File: src/rtl/fib_job_scheduler_pkg.sv
// fib_sched_pkg: shared types and constants for the Fibonacci job scheduler.
//   state_t      scheduler FSM states
//   FIB_W        result width (results wrap mod 2^FIB_W)
//   N_W          width of the job index n
//   MAX_EXACT_N  largest n whose true F(n) fits in FIB_W bits
package fib_sched_pkg;

    localparam int FIB_W       = 16;
    localparam int N_W         = 5;
    localparam int MAX_EXACT_N = 24;

    typedef enum logic [2:0] {
        IDLE,
        CLR,
        START,
        WAIT,
        RESP
    } state_t;

endpackage

File: src/rtl/fib_job_scheduler_if.sv
// fib_sched_if: request/response bundle between client blocks and the scheduler.
//   req_valid/req_n/req_ready       per-requester job handshake (req_ready one-hot)
//   resp_valid/resp_ready           result handshake
//   resp_id/resp_value/ovf/err      tagged result
// master = client side, slave = scheduler side.
interface fib_sched_if #(
    parameter int NREQ = 4
);
    import fib_sched_pkg::*;

    localparam int ID_W = $clog2(NREQ);

    logic [NREQ-1:0]           req_valid;
    logic [NREQ-1:0][N_W-1:0]  req_n;
    logic [NREQ-1:0]           req_ready;
    logic                      resp_valid;
    logic                      resp_ready;
    logic [ID_W-1:0]           resp_id;
    logic [FIB_W-1:0]          resp_value;
    logic                      resp_ovf;
    logic                      resp_err;

    modport master (
        output req_valid, req_n, resp_ready,
        input  req_ready, resp_valid, resp_id, resp_value, resp_ovf, resp_err
    );

    modport slave (
        input  req_valid, req_n, resp_ready,
        output req_ready, resp_valid, resp_id, resp_value, resp_ovf, resp_err
    );

endinterface

File: src/rtl/fib_job_scheduler_rr_arbiter.sv
// rr_arbiter: round-robin pick of the first asserted request at or after
// the pointer, wrapping at NREQ.
//   i_req      request vector
//   i_ptr      highest-priority index this cycle
//   o_gnt      one-hot grant
//   o_gnt_idx  index of the granted requester
//   o_any      any request present
module rr_arbiter #(
    parameter int NREQ = 4,
    parameter int ID_W = $clog2(NREQ)
) (
    input  logic [NREQ-1:0] i_req,
    input  logic [ID_W-1:0] i_ptr,
    output logic [NREQ-1:0] o_gnt,
    output logic [ID_W-1:0] o_gnt_idx,
    output logic            o_any
);

    logic [ID_W-1:0] w_cand;

    always_comb begin
        o_any     = 1'b0;
        o_gnt_idx = '0;
        w_cand    = '0;
        for (int k = 0; k < NREQ; k++) begin
            w_cand = ID_W'((int'(i_ptr) + k) % NREQ);
            if (!o_any && i_req[w_cand]) begin
                o_any     = 1'b1;
                o_gnt_idx = w_cand;
            end
        end
    end

    for (genvar g = 0; g < NREQ; g++) begin : g_gnt
        assign o_gnt[g] = o_any && (o_gnt_idx == ID_W'(g));
    end

endmodule

File: src/rtl/fib_job_scheduler.sv
// fib_job_scheduler: shares one Fibonacci calculator among NREQ requesters.
// One job in flight: grant (round-robin), clear calculator, start it, wait
// for done (bounded by TIMEOUT), then present the tagged result.
//   i_clk, i_reset     clock, synchronous active-high reset
//   bus (slave)        request / response handshakes
//   o_busy             scheduler not idle
//   o_calc_reset       calculator reset (system reset or CLR state)
//   o_calc_begin       calculator start pulse
//   o_calc_n           registered job index for the calculator
//   i_calc_done        calculator done (sticky until cleared)
//   i_calc_result      calculator result
module fib_job_scheduler
    import fib_sched_pkg::*;
#(
    parameter int NREQ    = 4,
    parameter int TIMEOUT = 40
) (
    input  logic              i_clk,
    input  logic              i_reset,
    fib_sched_if.slave        bus,
    output logic              o_busy,
    output logic              o_calc_reset,
    output logic              o_calc_begin,
    output logic [N_W-1:0]    o_calc_n,
    input  logic              i_calc_done,
    input  logic [FIB_W-1:0]  i_calc_result
);

    localparam int ID_W   = $clog2(NREQ);
    localparam int TCNT_W = $clog2(TIMEOUT + 1);
    localparam logic [TCNT_W-1:0] TMAX = TCNT_W'(TIMEOUT);

    state_t              r_state;
    state_t              w_state_next;
    logic [ID_W-1:0]     r_ptr;
    logic [ID_W-1:0]     r_id;
    logic [N_W-1:0]      r_n;
    logic [TCNT_W-1:0]   r_tcnt;
    logic [FIB_W-1:0]    r_value;
    logic                r_ovf;
    logic                r_err;

    logic [NREQ-1:0]     w_gnt;
    logic [ID_W-1:0]     w_gnt_idx;
    logic                w_any;
    logic [ID_W-1:0]     w_ptr_next;
    logic [N_W-1:0]      w_n_sel;
    logic [TCNT_W-1:0]   w_tcnt_inc;
    logic                w_timeout;

    rr_arbiter #(
        .NREQ (NREQ),
        .ID_W (ID_W)
    ) u_arb (
        .i_req     (bus.req_valid),
        .i_ptr     (r_ptr),
        .o_gnt     (w_gnt),
        .o_gnt_idx (w_gnt_idx),
        .o_any     (w_any)
    );

    // Pointer moves just past the winner; explicit wrap keeps non-power-of-2 NREQ correct.
    assign w_ptr_next = (w_gnt_idx == ID_W'(NREQ - 1)) ? '0 : w_gnt_idx + 1'b1;
    assign w_n_sel    = bus.req_n[w_gnt_idx];

    // Saturating counter; timeout fires on the WAIT cycle where it would reach TIMEOUT,
    // so WAIT lasts at most TIMEOUT cycles.
    assign w_tcnt_inc = (r_tcnt == TMAX) ? r_tcnt : r_tcnt + 1'b1;
    assign w_timeout  = (w_tcnt_inc == TMAX);

    // State register
    always_ff @(posedge i_clk) begin
        if (i_reset) r_state <= IDLE;
        else         r_state <= w_state_next;
    end

    // Next-state logic
    always_comb begin
        w_state_next = r_state;
        unique case (r_state)
            IDLE:    if (w_any) w_state_next = (w_n_sel == '0) ? RESP : CLR;
            CLR:     w_state_next = START;
            START:   w_state_next = WAIT;
            WAIT:    if (i_calc_done || w_timeout) w_state_next = RESP;
            RESP:    if (bus.resp_ready) w_state_next = IDLE;
            default: w_state_next = IDLE;
        endcase
    end

    // Outputs decoded from state; all handshakes held off while reset is high.
    always_comb begin
        bus.req_ready  = '0;
        bus.resp_valid = 1'b0;
        o_calc_begin   = 1'b0;
        o_calc_reset   = i_reset;
        if (!i_reset) begin
            unique case (r_state)
                IDLE:    bus.req_ready  = w_gnt;
                CLR:     o_calc_reset   = 1'b1;
                START:   o_calc_begin   = 1'b1;
                RESP:    bus.resp_valid = 1'b1;
                default: ;
            endcase
        end
    end

    // Job and result registers
    always_ff @(posedge i_clk) begin
        if (i_reset) begin
            r_ptr   <= '0;
            r_id    <= '0;
            r_n     <= '0;
            r_tcnt  <= '0;
            r_value <= '0;
            r_ovf   <= 1'b0;
            r_err   <= 1'b0;
        end else begin
            unique case (r_state)
                IDLE: begin
                    if (w_any) begin
                        r_n     <= w_n_sel;
                        r_id    <= w_gnt_idx;
                        r_ptr   <= w_ptr_next;
                        r_value <= '0;      // n==0 job goes straight to RESP with 0
                        r_ovf   <= 1'b0;
                        r_err   <= 1'b0;
                    end
                end
                START: r_tcnt <= '0;
                WAIT: begin
                    r_tcnt <= w_tcnt_inc;
                    if (i_calc_done) begin
                        r_value <= i_calc_result;
                        r_ovf   <= (r_n > N_W'(MAX_EXACT_N));
                    end else if (w_timeout) begin
                        r_err   <= 1'b1;
                        r_value <= '0;
                    end
                end
                default: ;
            endcase
        end
    end

    assign bus.resp_id    = r_id;
    assign bus.resp_value = r_value;
    assign bus.resp_ovf   = r_ovf;
    assign bus.resp_err   = r_err;
    assign o_busy         = (r_state != IDLE);
    assign o_calc_n       = r_n;

endmodule
File: src/flat_wrapper.sv
// flat-port wrapper written by rule: the top's interface ports become plain ports
module fib_job_scheduler_flat import fib_sched_pkg::*;
#(
    parameter int NREQ    = 4,
    parameter int TIMEOUT = 40
)
  (i_clk, i_reset, o_busy, o_calc_reset, o_calc_begin, o_calc_n, i_calc_done, i_calc_result, bus_req_valid, bus_req_n, bus_resp_ready, bus_req_ready, bus_resp_valid, bus_resp_id, bus_resp_value, bus_resp_ovf, bus_resp_err);
  fib_sched_if #(.NREQ(NREQ)) bus_i ();
  input  logic i_clk;
  input  logic i_reset;
  output logic o_busy;
  output logic o_calc_reset;
  output logic o_calc_begin;
  output logic [N_W-1:0] o_calc_n;
  input  logic i_calc_done;
  input  logic [FIB_W-1:0] i_calc_result;
  input wire logic [$bits(bus_i.req_valid)-1:0] bus_req_valid;
  input wire logic [$bits(bus_i.req_n)-1:0] bus_req_n;
  input wire logic [$bits(bus_i.resp_ready)-1:0] bus_resp_ready;
  output wire logic [$bits(bus_i.req_ready)-1:0] bus_req_ready;
  output wire logic [$bits(bus_i.resp_valid)-1:0] bus_resp_valid;
  output wire logic [$bits(bus_i.resp_id)-1:0] bus_resp_id;
  output wire logic [$bits(bus_i.resp_value)-1:0] bus_resp_value;
  output wire logic [$bits(bus_i.resp_ovf)-1:0] bus_resp_ovf;
  output wire logic [$bits(bus_i.resp_err)-1:0] bus_resp_err;
  assign bus_i.req_valid = bus_req_valid;
  assign bus_i.req_n = bus_req_n;
  assign bus_i.resp_ready = bus_resp_ready;
  assign bus_req_ready = bus_i.req_ready;
  assign bus_resp_valid = bus_i.resp_valid;
  assign bus_resp_id = bus_i.resp_id;
  assign bus_resp_value = bus_i.resp_value;
  assign bus_resp_ovf = bus_i.resp_ovf;
  assign bus_resp_err = bus_i.resp_err;
  fib_job_scheduler #(.NREQ(NREQ), .TIMEOUT(TIMEOUT)) u_core (.i_clk(i_clk), .i_reset(i_reset), .bus(bus_i), .o_busy(o_busy), .o_calc_reset(o_calc_reset), .o_calc_begin(o_calc_begin), .o_calc_n(o_calc_n), .i_calc_done(i_calc_done), .i_calc_result(i_calc_result));
endmodule
File: config.mk
export PLATFORM = sky130hd
export DESIGN_NAME = fib_job_scheduler_flat
export DESIGN_NICKNAME = d
export VERILOG_FILES = /design/src/rtl/fib_job_scheduler_pkg.sv /design/src/rtl/fib_job_scheduler_if.sv /design/src/rtl/fib_job_scheduler_rr_arbiter.sv /design/src/rtl/fib_job_scheduler.sv /design/src/flat_wrapper.sv
export SDC_FILE = /design/constraint.sdc
export NUM_CORES = 1
export LEC_CHECK = 0
export BUFFER_PORTS_ARGS = -buffer_cell sky130_fd_sc_hd__buf_2
export CAP_MARGIN = 30
export CORE_ASPECT_RATIO = 1.4
export CORE_MARGIN = 2
export CORE_UTILIZATION = 30
export CTS_CLUSTER_SIZE = 14
export DETAILED_ROUTE_END_ITERATION = 7
export PLACE_DENSITY_LB_ADDON = 0.15
export SLEW_MARGIN = 20
export SYNTH_ARGS = -nofsm -noshare
export SYNTH_HDL_FRONTEND = slang
export SYNTH_SLANG_ARGS = --single-unit
File: constraint.sdc
create_clock -name i_clk -period 4.2 [get_ports i_clk]
set_input_delay 0.84 -clock i_clk [delete_from_list [all_inputs] [get_ports i_clk]]
set_output_delay 0.84 -clock i_clk [all_outputs]
set_load 0.01 [all_outputs]
Word level (Yosys, flattened, before mapping)
Index checks and enable logic that the tools add are counted.
{"block": "totals", "regBits": 36, "output_inout_bits": 33}
{"block": "op_classes", "n_lt_le_gt_ge": 6, "n_mux": 44, "n_addsub": 5, "n_reduce_logical": 22, "eq_ne": 16}
{"cell": "$mux 16", "count": 3}
{"cell": "$pmux 16 s2", "count": 1}
{"cell": "$mux 1", "count": 18}
{"cell": "$lt 2x3->1 const B", "count": 5}
{"cell": "$pmux 3 s5", "count": 1}
{"cell": "$eq 6x6->1 const B", "count": 2}
{"cell": "$mux 3", "count": 4}
{"cell": "$pmux 6 s2", "count": 1}
{"cell": "$bmux 5 s2", "count": 1}
{"cell": "$mux 2", "count": 5}
{"cell": "$reduce_and 3->1", "count": 3}
{"cell": "$bmux 1 s2", "count": 4}
{"cell": "$mux 4", "count": 2}
{"cell": "$ne 2x2->1 const B", "count": 4}
{"cell": "$logic_and 1x1->1", "count": 7}
{"cell": "$add 6x1->6 const B", "count": 1}
{"cell": "$eq 3x2->1 const B", "count": 2}
{"cell": "$mux 6", "count": 1}
{"cell": "$gt 5x5->1 const B", "count": 1}
{"cell": "$logic_not 5->1", "count": 1}
{"cell": "$mux 5", "count": 1}
{"cell": "$add 2x1->2 const B", "count": 2}
{"cell": "$add 2x2->2 const B", "count": 2}
{"cell": "$eq 2x2->1 const B", "count": 2}
{"cell": "14 further kinds", "count": 19}

Longest topological paths before layout
Gate-level depths: netlist of run 1.
{"block": "depth", "ltp_word": 18, "depth_mapped": 10, "ltp_nobuf": 9}

Modules after synthesis
A second synthesis of run 1 with hierarchy kept.
{"block": "hier_totals", "cells_unflattened": 242, "area_unflattened_um2": 2053.2}
{"mod": "fib_job_scheduler", "seq_area_each_um2": 720.7, "area_per_inst_um2": 1841.8, "cells_each": 209, "instances": 1}
{"mod": "rr_arbiter", "seq_area_each_um2": 0.0, "area_per_inst_um2": 211.5, "cells_each": 33, "instances": 1}

Worst setup path before layout of run 1
Ideal clock, no wire load.
{"block": "synth_timing", "kind": "input port to output port", "start": "in bus_req_valid[0]", "end": "out bus_req_ready[0]", "slack_ns": 1.222, "arrival_ns": 2.138, "required_ns": 3.360, "path_stages": 7, "n_path_buf": 1, "cell_sequence": "nor2b_4 -> or4_4 -> nand2_2 -> buf_6 -> inv_1 -> ha_1 -> and2_1"}
{"block": "synth_via", "elab_chain_cells": 16, "elab_cells_between_ends": 26}
{"element": "start, declared", "line_no": "flat_wrapper.sv:17", "text": "input wire logic [$bits(bus_i.req_valid)-1:0] bus_req_valid;"}
{"element": "$bmux 1 s2", "line_no": "fib_job_scheduler_rr_arbiter.sv:27", "text": "if (!o_any && i_req[w_cand]) begin"}
{"element": "$mux 1 (not written as such)", "line_no": "fib_job_scheduler_rr_arbiter.sv:27"}
{"element": "$mux 1", "line_no": "fib_job_scheduler_rr_arbiter.sv:27"}
{"element": "$logic_not 1->1", "line_no": "fib_job_scheduler_rr_arbiter.sv:27"}
{"element": "$logic_and 1x1->1", "line_no": "fib_job_scheduler_rr_arbiter.sv:27"}
{"element": "$mux 1", "line_no": "fib_job_scheduler_rr_arbiter.sv:27"}
{"element": "$logic_not 1->1", "line_no": "fib_job_scheduler_rr_arbiter.sv:27"}
{"element": "$logic_and 1x1->1", "line_no": "fib_job_scheduler_rr_arbiter.sv:27"}
{"element": "$mux 1", "line_no": "fib_job_scheduler_rr_arbiter.sv:27"}
{"element": "$logic_not 1->1", "line_no": "fib_job_scheduler_rr_arbiter.sv:27"}
{"element": "$logic_and 1x1->1", "line_no": "fib_job_scheduler_rr_arbiter.sv:27"}
{"element": "$mux 2 *", "line_no": "fib_job_scheduler_rr_arbiter.sv:27"}
{"element": "named net u_core.u_arb.o_gnt_idx[0]", "line_no": "fib_job_scheduler_rr_arbiter.sv:15", "text": "output logic [ID_W-1:0] o_gnt_idx,"}
{"element": "$logic_not 2->1 *", "line_no": "fib_job_scheduler_rr_arbiter.sv:35", "text": "assign o_gnt[g] = o_any && (o_gnt_idx == ID_W'(g));"}
{"element": "$logic_and 1x1->1 *", "line_no": "fib_job_scheduler_rr_arbiter.sv:35"}
{"element": "$mux 4 *", "line_no": "fib_job_scheduler.sv:97", "text": "unique case (r_state)"}
{"element": "$mux 4 *", "line_no": "fib_job_scheduler.sv:96", "text": "if (!i_reset) begin"}
{"element": "end, declared", "line_no": "flat_wrapper.sv:20", "text": "output wire logic [$bits(bus_i.req_ready)-1:0] bus_req_ready;"}
The timed path passes the listed nets; every way through them passes the cells marked *. The select of a mux whose other input is x is not followed.

Worst setup path in the final report of run 1
{"block": "layout_timing", "start": "in bus_req_valid[0]", "end": "out bus_req_ready[2]"}
{"block": "layout_via", "elab_chain_cells": 16, "elab_cells_between_ends": 26}
{"element": "$bmux 1 s2", "line_no": "fib_job_scheduler_rr_arbiter.sv:27"}
{"element": "$mux 1 (not written as such)", "line_no": "fib_job_scheduler_rr_arbiter.sv:27"}
{"element": "$mux 1", "line_no": "fib_job_scheduler_rr_arbiter.sv:27"}
{"element": "$logic_not 1->1", "line_no": "fib_job_scheduler_rr_arbiter.sv:27"}
{"element": "$logic_and 1x1->1", "line_no": "fib_job_scheduler_rr_arbiter.sv:27"}
{"element": "$mux 1", "line_no": "fib_job_scheduler_rr_arbiter.sv:27"}
{"element": "$logic_not 1->1", "line_no": "fib_job_scheduler_rr_arbiter.sv:27"}
{"element": "$logic_and 1x1->1", "line_no": "fib_job_scheduler_rr_arbiter.sv:27"}
{"element": "$mux 1", "line_no": "fib_job_scheduler_rr_arbiter.sv:27"}
{"element": "$logic_not 1->1", "line_no": "fib_job_scheduler_rr_arbiter.sv:27"}
{"element": "$logic_and 1x1->1", "line_no": "fib_job_scheduler_rr_arbiter.sv:27"}
{"element": "$mux 2", "line_no": "fib_job_scheduler_rr_arbiter.sv:27"}
{"element": "$eq 2x2->1", "line_no": "fib_job_scheduler_rr_arbiter.sv:35"}
{"element": "$logic_and 1x1->1 *", "line_no": "fib_job_scheduler_rr_arbiter.sv:35"}
{"element": "$mux 4 *", "line_no": "fib_job_scheduler.sv:97"}
{"element": "$mux 4 *", "line_no": "fib_job_scheduler.sv:96"}
Mark *: on every way between the ends. The rest lies on a longest branch, timed or not. The select of a mux whose other input is x is not followed.

==> flow_summary.ini, run 1 <==
[synth]
synthFlopType = dfxtp_1
ys_ff_latch = 36
syn_area_um2 = 1920
syn_inst = 228
yosysWarnings = 0
yosysTopAreaCellShare = 0.375
synth.avg_cell_area_um2 = 8.43
synth_area_leaders = dfxtp_1 (38%), a22oi_1 (7.8%), nor2_1 (7.0%), nand2_1 (4.1%), a21oi_1 (3.9%)
syn_nets = 278
synth_common_cells = dfxtp_1 (36), nor2_1 (36), nand2_1 (21)
synthArstFlopShare = 0
synth_edf_count = 0
seq_area_frac_synth = 0.375
yosys.area.top_type = dfxtp_1
synth.distinct_cells = 52

[finish]
fillers = 678
final_util = 0.391
fin_nets = 349
final_area_um2 = 2430
diodes = 0
drive_gt1_frac = 0.333
syn2layout_area_growth_pct = 26.2

[clocking]
clockBufferDepth = 2
cts_tree = yes
cts_setup_buffers = 0
clk_latency_ns = 0.29
clkTransAtPathRegs_ns = 0.08
cts_sinks = 36
cts_root_buf = clkbuf_8
ctsResizeCount = 0
cts_buffers = 5
hold_buffers = 0
h-tree-depth = 2

[floorplan]
coreArea_um2 = 6210
initial_core_util = 0.309
dieHeight_um = 98.7
die_area_um2 = 7070
ios = 77
rows = 34
chipWidth_um = 71.6

[setup_path]
crit_chain = buf_2 -> nor2b_4 -> or4_4 -> nand2_2 -> inv_1 -> ha_1 -> and2_1 -> buf_2
path_class = input pin to output pin
worst-path-max-fanout = 13
required_ns = 3.36
crit_top_cell = buf_2
slowest_delay_ns = 0.55
crit_arrival_ns = 2.52
start_kind = input pin
worst_path_max_delay_cell = or4_4
end_kind = output pin

[power_and_ir_drop]
p_leak_uw = 0.00112
ir_worst_vdd_mv = 0.209
power.density_nw_per_um2 = 503

[route]
routed_wl_um = 5040
ant_nets = 0
drt_iter0_drc = 84
drc_errors = 0
detail_route.wl_per_cell_um = 13.5
vias = 1872
firstDrtPassIters = 4
via_per_inst = 5.03

[place]
portBuffers = 76
dpl.hpwl_um = 3710
place_area_um2 = 2330
gp_congestion = 0.766

[timing]
final.period_utilization = 0.800
holdWs_ns = 0.458
relSlewSlack = 0.429
hold_viol_final = 0
fin_crit_ns = 3.36
maxSlewViolCount = 0
worst_pin_slew_ns = 0.854
rsz0062_at_grt = false
final-setup-viol-count = 0
timing.setup.tns_ns = 0
fmax_ghz = 0.298
fin_skew_ns = 0.0117

[global_route]
grt_first_pass_wirelength_um = 8340
met1_usage = 0.176
antenna_found_initial = 0
groute.usage.overall = 0.148
gr-usage-met3 = 0.0429
grt_max_degree = 42
met2_usage = 0.253
overflow = 0
grt-busiest-layer = met2
grt_pass1_vias = 1823

[status]
run_status = completed

[job]
maxCapViolCount = 0

[hold_path]
worstHoldPathType = flop to flop
-- worst paths after layout --
kind	slack [ns]	to	from	cells past startpoint
setup / recovery	0.84	bus_req_ready[2]	bus_req_valid[0]	8
hold / removal	0.46	u_core.bus.resp_id[1]	u_core.bus.resp_id[1]	2
setup reg to reg	1.66	u_core.r_state[2]	u_core.r_ptr[0]	7
hold reg to reg	0.46	u_core.bus.resp_id[1]	u_core.bus.resp_id[1]	2
-- cell families (layout without fill, tap and decap cells) --
kind of cell / Yosys count / count (layout) / synth area share
fa+ha+maj: 6 / 6 / 0.0391
flops: 36 / 36 / 0.375
buf+inv: 19 / 91 / 0.0475
xor+xnor: 3 / 3 / 0.0137
compound gates: 60 / 60 / 0.242
mux: 7 / 7 / 0.0365
simple gates: 97 / 97 / 0.246
-- critical path: cells and delay by family --
family        cells  cell delay [ns]
simple gates      4             1.09
buf+inv           3             0.38
fa+ha+maj         1             0.20
-- metrics by stage --
step                std cells  total power (uW)  setup slack (ns)
CTS                       372              1240             0.837
global placement          364               962             0.880
detailed placement        364               965             0.840
global route              372              1320             0.718
finish                    372              1220             0.840
floorplan                 228               824              1.22
-- sequential cells by signal, indices dropped and copies added, names as in the netlist --
register / cells
u_core.bus.resp_value: 16
u_core.bus.resp_ovf: 1
u_core.bus.resp_err: 1
u_core.r_tcnt: 6
u_core.bus.resp_id: 2
u_core.r_ptr: 2
u_core.o_calc_n: 5
u_core.r_state: 3
-- power by group --
| part | total, uW | internal [uW] | switching (uW) |
|---|---|---|---|
| sequential | 456 | 392 | 64.6 |
| clock | 265 | 134 | 131 |
| combinational | 498 | 200 | 298 |
-- layout by cell type (no fill, tap or decap), types with 2 or more instances in the layout --
master	netlist	routed
nor2_1	36	36
nand2b_1	3	3
nor2b_1	4	4
xnor2_1	2	2
nand2_1	21	21
a21oi_1	15	15
o21ai_0	5	5
buf_2	2	76
o21a_1	3	3
dfxtp_1	36	36
or2_2	2	2
a22o_2	3	3
nand3_1	8	8
mux2i_1	7	7
nor3_1	6	6
ha_1	6	6
inv_1	6	6
clkbuf_8	0	6
and2_1	4	4
a22oi_1	20	20
-- cell type report --
class | instances | area [um^2] | area share
clock buffer | 6 | 82.6 | 0.0340
clock inverter | 2 | 13.8 | 0.00567
inverter | 7 | 28.8 | 0.0119
multi-input combinational | 173 | 1110 | 0.457
sequential | 36 | 721 | 0.297
tap | 72 | 90.1 | 0.0371
timing repair buffer | 76 | 380 | 0.157
-- metal layers --
layer,part of all wire,routed length (um)
met4,0.014,71
met5,0,0
met1,0.43,2180
met2,0.50,2530
met3,0.052,264
No activity file was read; power rests on OpenSTA's default activity.
==> inputs of run 2 (changes only) <==
clock period = 3 ns   (was 4.2 ns; I/O delays follow)
==> run 2 against run 1 <==
Against the previous run: clock skew is 0.0053 ns lower; die area is the same; global-route usage is 0.20 points higher; routed wire length is 0.22% lower; largest cell class unchanged; critical endpoint unchanged; worst hold slack barely moved; combinational power up 44%; setup slack worse by 0.71 ns; first-iteration DRC count up 17%; highest routed layer unchanged; critical path depth is the same; sequential share of layout area hardly changed; clock power increased by 22%; sequential cell count did not move; critical path type unchanged.
==> flow_summary.ini, run 2 (synthesis results as in run 1) <==
[status]
run_status = completed

[setup_path]
path_class = input pin to output pin
worst-path-max-fanout = 13
slowest_delay_ns = 0.55
regToRegSetupSlack_ns = 0.49
crit_chain = buf_2 -> nor2b_4 -> or4_4 -> nand2_2 -> inv_1 -> ha_1 -> and2_1 -> buf_2
crit_family = simple AND/OR/NAND/NOR gates
reg2reg_to = u_core.r_state[2]
reg2reg_from = u_core.r_ptr[0]
required_ns = 2.40
critical_path_buf_inv_count = 3
worst_path_max_delay_cell = or4_4
start_kind = input pin
crit_arrival_ns = 2.27
end_kind = output pin
rr_worst_depth = 7
crit_top_cell = buf_2

[global_route]
grt_pass1_vias = 1873
groute.usage.overall = 0.150
antenna_found_initial = 0
grt_max_degree = 30
grt_first_pass_wirelength_um = 8510
overflow = 0

[finish]
stdcell_count = 374
fin_nets = 352
final_util = 0.391
final_cell_mix = buf_2 (76), nor2_1 (36), dfxtp_1 (36), nand2_1 (21), a22oi_1 (20)
syn2layout_area_growth_pct = 26.4
fillers = 661
largest_reg_flops = 16
final_common_cell = buf_2
drive_gt1_frac = 0.334
diodes = 0

[floorplan]
ios = 77
rows = 34
chipWidth_um = 71.6
die_area_um2 = 7070
initial_core_util = 0.309
dieHeight_um = 98.7
coreArea_um2 = 6210

[clocking]
h-tree-depth = 2
cts_tree = yes
clockBufferDepth = 2
cts_setup_buffers = 0
cts_buffers = 5
hold_buffers = 0
clk_latency_ns = 0.29
cts_sinks = 36
ctsResizeCount = 0
clkTransAtPathRegs_ns = 0.07
cts_root_buf = clkbuf_8

[timing]
relSlewSlack = 0.546
worst_pin_slew_ns = 0.682
maxSlewViolCount = 0
fmax_ghz = 0.348
final-setup-viol-count = 0
fin_skew_ns = 0.00644
hold_viol_final = 0
final.period_utilization = 0.958
rsz0062_at_grt = false
fin_crit_ns = 2.87
timing.setup.tns_ns = 0

[place]
gp_congestion = 0.771
dpl.hpwl_um = 3720
portBuffers = 76
place_inst = 367

[route]
firstDrtPassIters = 4
routed_wl_um = 5030
drt_iter0_drc = 98
via_per_inst = 5.02
ant_nets = 0
detail_route.wl_per_cell_um = 13.4
vias = 1878
drc_errors = 0

[hold_path]
min_path_cells = 2
worstHoldPathType = flop to flop
min_from = u_core.bus.resp_id[1]
whs_endpoint = u_core.bus.resp_id[1]

[job]
maxCapViolCount = 0

[power_and_ir_drop]
p_leak_uw = 0.00112
power.density_nw_per_um2 = 690
ir_worst_vdd_mv = 0.251
-- run 2: layout make-up --
type / instances / area, um^2 / share of cell area
Sequential cell: 36 / 721 / 0.297
Timing Repair Buffer: 79 / 403 / 0.166
Tap cell: 72 / 90.1 / 0.0371
Multi-Input combinational cell: 173 / 1110 / 0.457
Clock inverter: 1 / 5.00 / 0.00206
Inverter: 7 / 28.8 / 0.0118
Clock buffer: 6 / 72.6 / 0.0299
-- run 2: how the worst max path moves through the flow --
stage | slack [ns] | to | cells past startpoint | startpoint
6_report | 0.13 | bus_req_ready[2] | 8 | bus_req_valid[0]
5_1_grt | 0.006 | bus_req_ready[0] | 8 | bus_req_valid[0]
4_1_cts | 0.13 | bus_req_ready[2] | 8 | bus_req_valid[0]
3_5_place_dp | 0.11 | u_core.r_state[2] | 8 | bus_req_valid[0]
3_3_place_gp | 0.15 | bus_req_ready[0] | 8 | bus_req_valid[0]
2_1_floorplan | 0.47 | u_core.r_state[2] | 8 | bus_req_valid[0]
-- run 2: power breakdown --
| group | switching, uW | internal, uW | leakage, uW |
|---|---|---|---|
| Sequential | 89.9 | 548 | 0.000293 |
| Clock | 165 | 158 | 0.0000410 |
| Combinational | 418 | 299 | 0.000788 |
| Total | 672 | 1010 | 0.00112 |
-- run 2: stage by stage --
stage	power [uW]	hold WS, ns	area, um^2	setup WS [ns]
after floorplan	1150	0.461	1920	0.472
after global placement	1370	0.446	2350	0.149
after detailed placement	1370	0.448	2350	0.106
after CTS	1710	0.463	2430	0.126
after global routing	1820	0.505	2430	0.00641
final	1680	0.457	2430	0.127
-- run 2: layer usage --
layer,track usage,share of wire,vias to the layer above
li1,-,-,955
met1,0.177,0.41,871
met2,0.263,0.52,45
met3,0.0368,0.049,7
met4,0.0522,0.014,0
met5,0,0,-
-- run 2: tightest hold or removal path, stage by stage (launching register included) --
cell	delay [ns]
dfxtp_1	0.31
nand2_1	0.05
a21oi_1	0.05
